## src/rtl/fifo_uart_tx.sv

```systemverilog
// UART transmitter that pulls bytes from a registered-read sync_fifo and serialises them
// as start / 8 data bits LSB first / optional parity / 1 or 2 stop bits.
module fifo_uart_tx #(
    parameter int unsigned CLKS_PER_BIT = 868,
    parameter int unsigned PARITY       = 0,
    parameter int unsigned STOP_BITS    = 1
) (
    input  logic       clk,
    input  logic       rst,
    input  logic       empty_i,
    input  logic [7:0] data_i,
    output logic       rd_en_o,
    output logic       tx_o,
    output logic       busy_o,
    output logic       done_o
);

    localparam logic [15:0] BaudLast = 16'(CLKS_PER_BIT - 1);
    localparam logic [15:0] BaudPre  = 16'(CLKS_PER_BIT - 2);

    typedef enum logic [2:0] {
        StIdle,
        StFetch,
        StStart,
        StData,
        StParity,
        StStop
    } state_e;

    state_e      state_q;
    logic [7:0]  shift_q;
    logic [2:0]  bit_cnt_q;
    logic [15:0] baud_q;
    logic        parity_q;
    logic        tx_q;
    logic        done_q;
    logic        parity_bit;
    logic        last_stop;
    logic        baud_wrap;

    assign parity_bit = (PARITY == 2) ? ~parity_q : parity_q;
    // bit_cnt_q[0] counts stop bits; it is 0 on STOP entry because DATA wraps it 7->0.
    assign last_stop  = (STOP_BITS < 2) || bit_cnt_q[0];
    assign baud_wrap  = (baud_q == BaudLast);

    always_ff @(posedge clk) begin
        if (!rst) begin
            state_q   <= StIdle;
            shift_q   <= '0;
            bit_cnt_q <= '0;
            baud_q    <= '0;
            parity_q  <= 1'b0;
            tx_q      <= 1'b1;
            done_q    <= 1'b0;
        end else begin
            done_q <= 1'b0;
            case (state_q)
                StIdle: begin
                    baud_q <= '0;
                    tx_q   <= 1'b1;
                    if (!empty_i) begin
                        state_q <= StFetch;
                    end
                end
                StFetch: begin
                    shift_q   <= data_i;
                    parity_q  <= ^data_i;
                    bit_cnt_q <= '0;
                    baud_q    <= '0;
                    tx_q      <= 1'b0;
                    state_q   <= StStart;
                end
                StStart: begin
                    if (baud_wrap) begin
                        baud_q  <= '0;
                        tx_q    <= shift_q[0];
                        state_q <= StData;
                    end else begin
                        baud_q <= baud_q + 16'd1;
                    end
                end
                StData: begin
                    if (baud_wrap) begin
                        baud_q    <= '0;
                        bit_cnt_q <= bit_cnt_q + 3'd1;
                        shift_q   <= {1'b0, shift_q[7:1]};
                        if (bit_cnt_q == 3'd7) begin
                            if (PARITY != 0) begin
                                tx_q    <= parity_bit;
                                state_q <= StParity;
                            end else begin
                                tx_q    <= 1'b1;
                                state_q <= StStop;
                            end
                        end else begin
                            tx_q <= shift_q[1];
                        end
                    end else begin
                        baud_q <= baud_q + 16'd1;
                    end
                end
                StParity: begin
                    if (baud_wrap) begin
                        baud_q  <= '0;
                        tx_q    <= 1'b1;
                        state_q <= StStop;
                    end else begin
                        baud_q <= baud_q + 16'd1;
                    end
                end
                StStop: begin
                    tx_q <= 1'b1;
                    // Registered done_o is set one cycle early so it lands on the last stop cycle.
                    if (baud_q == BaudPre && last_stop) begin
                        done_q <= 1'b1;
                    end
                    if (baud_wrap) begin
                        baud_q <= '0;
                        if (last_stop) begin
                            bit_cnt_q <= '0;
                            state_q   <= StIdle;
                        end else begin
                            bit_cnt_q <= 3'd1;
                        end
                    end else begin
                        baud_q <= baud_q + 16'd1;
                    end
                end
                default: begin
                    tx_q    <= 1'b1;
                    state_q <= StIdle;
                end
            endcase
        end
    end

    // Read strobe is decoded in the IDLE cycle itself so the registered FIFO presents
    // the byte during FETCH; gated by rst so no read is issued while reset is held.
    assign rd_en_o = rst && (state_q == StIdle) && !empty_i;
    assign tx_o    = tx_q;
    assign busy_o  = (state_q != StIdle);
    assign done_o  = done_q;

endmodule

```

## config.mk

```make
export PLATFORM = sky130hd
export DESIGN_NAME = fifo_uart_tx
export DESIGN_NICKNAME = d
export VERILOG_FILES = /design/src/rtl/fifo_uart_tx.sv
export SDC_FILE = /design/constraint.sdc
export NUM_CORES = 1
export LEC_CHECK = 0
export ABC_AREA = 1
export BUFFER_PORTS_ARGS = -buffer_cell sky130_fd_sc_hd__buf_2
export CAP_MARGIN = 20
export CORE_MARGIN = 5
export CORE_UTILIZATION = 50
export CTS_CLUSTER_DIAMETER = 30
export DETAILED_ROUTE_END_ITERATION = 6
export GPL_TIMING_DRIVEN = 0
export HOLD_SLACK_MARGIN = 0.02
export PLACE_DENSITY = 0.66
export RECOVER_POWER = 25
export SLEW_MARGIN = 0
export SYNTH_ARGS = -nofsm -noshare
export SYNTH_HDL_FRONTEND = slang
export SYNTH_SLANG_ARGS = --single-unit
```

## constraint.sdc

```tcl
create_clock -name clk -period 2 [get_ports clk]
set_input_delay 0.1 -clock clk [delete_from_list [all_inputs] [get_ports clk]]
set_output_delay 0.1 -clock clk [all_outputs]
set_load 0.01 [all_outputs]
```

==> run summary <==
DIE WIDTH: 73.1 µm
Initial Utilization: 50.5%
Synth Area in Compound Gates: 10.9%
worst min path class: in -> reg
Post-Synth Simple-Gate Area: 43.2%
post-synth cell types: 30
skew final: 0.00894 ns
EDFF count, synth: 0
Antenna Nets Post-Route: 0
Syn Inst Count: 300
max-cap viol count: 0
initial antenna violation count: 0
nets@finish: 335
Max-slew headroom: 66.4%
Reg power frac: 31.7%
CTS sink count: 32
worst slew pin tran: 0.503 ns
Setup Fix Bufs, Post-CTS: 0
layout overhead on the synthesized area: 11.3%
Num CTS Buffers: 5
Synth Cell Area: 1990 µm²
Critical Path Start Type: flop
Gate power share: 44.5%
largest family of logic cells by synthesized area: simple AND/OR/NAND/NOR gates
Final Max Slew Viols: 0
synth warn: 0
switching part of the total: 43.7%
run status: completed
CTS tree: built
CTS Hold Bufs: 0
setup TNS: 0 ns
top_reg_cell synth: dfxtp_1
global-route wire length before repair: 7.20 mm
Die Area: 5340 µm²
multiplexer share of the synthesized area: 0%
PwrDens: 1210 nW/µm²
Tmin final: 1.66 ns
sequential cell area fraction in the yosys report: 32.2%
CTS Buffer Depth: 2
largest area contributor in the netlist: dfxtp_1
Internal: 1510 µW
Area contributors post-synth: dfxtp_1 (32%), nand2_1 (14%), nor2_1 (8.5%)
CP endpoint kind: flop
DRT iter0 DRCs: 155
Power, Total: 2690 µW
Peak VDD IR: 0.823 mV
share of cells above drive strength 1: 15.3%
Clock Power Share: 23.7%
crit path DAT: 1.88 ns
largest net degree at the start of global routing: 12
H-tree lvl count: 2
Site Rows: 23
Synth Area in Adders: 2.51%
Async SR Flop Fraction: 0%
FF+latch count, synth: 32
vias in the first global route: 1585
DRC violation count after routing: 0
most common cell in the netlist: nand2_1
Root Driver: clkbuf_8
GRT Resource Usage Total: 17.5%
WL/cell: 11.8 µm
drt pass-1 iters: 6
clk slew on worst S/H paths: 0.07 ns
synthesized area per cell: 6.64 µm²
Syn Nets: 315
Critical Path Fanout Max: 10
RSZ-0062 raised after global routing: no
via count: 1837
wirelength, routed: 4.36 mm
final hold vios: 0
Max Freq: 0.603 GHz
overflow left after global routing: 0
critical path type: reg -> reg
commonest cells in the netlist: nand2_1 (75), nor2_1 (45), nand3_1 (33)
Die H: 73.1 µm
Post-Synth XOR/XNOR Area: 2.64%
crit share post-route: 82.9%
Setup Viol. Count Final: 0
Lkg Pwr: 0.000929 µW
Core ar.: 3940 µm²
I/O Buffers: 13
Final Wtd Congestion: 0.820
clock latency on the worst-skew pair: 0.30 ns
WP data required: 2.22 ns
I/O pins: 15
share of the synthesized area in the top cell type: 32.2%
DP Wirelength: 3.21 mm
Diodes inserted: 0
Vias/cell: 4.95
NetSw: 1180 µW
post-CTS sizing: 0
-- layout make-up --
type                            count  area (µm²)
Fill cell                         388        1730
Clock buffer                        5        68.8
Timing Repair Buffer               13        60.1
Clock inverter                      3        42.5
Multi-Input combinational cell    228        1170
Tap cell                           50        62.6
Inverter                           33         126
Sequential cell                    32         641
Buffer                              7        42.5
-- critical path, cell delays in order, from the launching register on --
cell,delay [ns]
dfxtp_1,0.45
inv_1,0.11
nor2_1,0.22
inv_1,0.16
nor2_8,0.14
inv_1,0.08
nand2_4,0.07
buf_6,0.16
nand3_2,0.09
a21oi_2,0.11
-- power groups by stage --
stage                     sequential (µW)  combinational (µW)  clock, µW
after floorplan                       858                 950          0
after global placement                868                1220          0
after detailed placement              871                1230          0
after CTS                             857                1230        648
after global routing                  873                1350        675
final                                 853                1200        638
-- registers in the layout, indices dropped and copies added (netlist names) --
signal,count
baud_q,16
bit_cnt_q,3
done_o,1
shift_q,8
state_q,3
tx_o,1
-- path summary, 6_finish.rpt --
kind / start / cells past startpoint / slack, ns / end
worst max-delay path: state_q[0]$_SDFFE_PN0P_ / 9 / 0.34 / baud_q[5]$_SDFFE_PN0P_
worst min-delay path: data_i[7] / 3 / 0.09 / shift_q[7]$_SDFFE_PN0P_
worst max register to register: state_q[0]$_SDFFE_PN0P_ / 9 / 0.34 / baud_q[5]$_SDFFE_PN0P_
worst min register to register: shift_q[7]$_SDFFE_PN0P_ / 2 / 0.46 / shift_q[7]$_SDFFE_PN0P_
-- layout by cell type, fill, tap and decap left out, drive strengths merged --
| cell | instances |
|---|---|
| xor2 | 4 |
| nand3 | 42 |
| buf | 12 |
| a21oi | 21 |
| nor2 | 50 |
| nor4 | 1 |
| xnor2 | 2 |
| dfxtp | 32 |
| nand2 | 80 |
| o21ai | 16 |
| ha | 4 |
| inv | 31 |
| bufinv | 1 |
| clkinvlp | 1 |
| nand4 | 5 |
| o22ai | 1 |
| clkbuf | 13 |
| nor3 | 2 |
| clkinv | 3 |
-- per-stage QoR --
| step | setup slack, ns | utilization [%] | area [µm²] | hold WS (ns) | cells |
|---|---|---|---|---|---|
| floorplan | 0.647 | - | 1990 | 0.254 | 300 |
| global placement | 0.413 | 53.7 | 2120 | 0.422 | 363 |
| detailed placement | 0.415 | 53.7 | 2120 | 0.409 | 363 |
| CTS | 0.402 | 56.6 | 2230 | 0.0905 | 371 |
| global route | 0.153 | 56.2 | 2220 | 0.0847 | 371 |
| finish | 0.343 | 56.2 | 2220 | 0.0888 | 371 |
-- logic make-up (layout without fill, tap and decap cells) --
group,Yosys count,after routing
and+or+nand+nor,180,180
buffers and inverters,40,61
AOI/OAI and AO/OA,38,38
DFF,32,32
xor gates and xnor gates,6,6
adders and majority gates,4,4
-- metal layers --
layer	routed length [µm]	share of wire, %	vias up	track usage, %
li1	-	-	1004	-
met1	2100	48	802	22.3
met2	2070	47	23	28.3
met3	129	3.0	8	3.99
met4	61	1.4	0	6.76
met5	0	0	-	0
(Power assumes the default switching activity.)
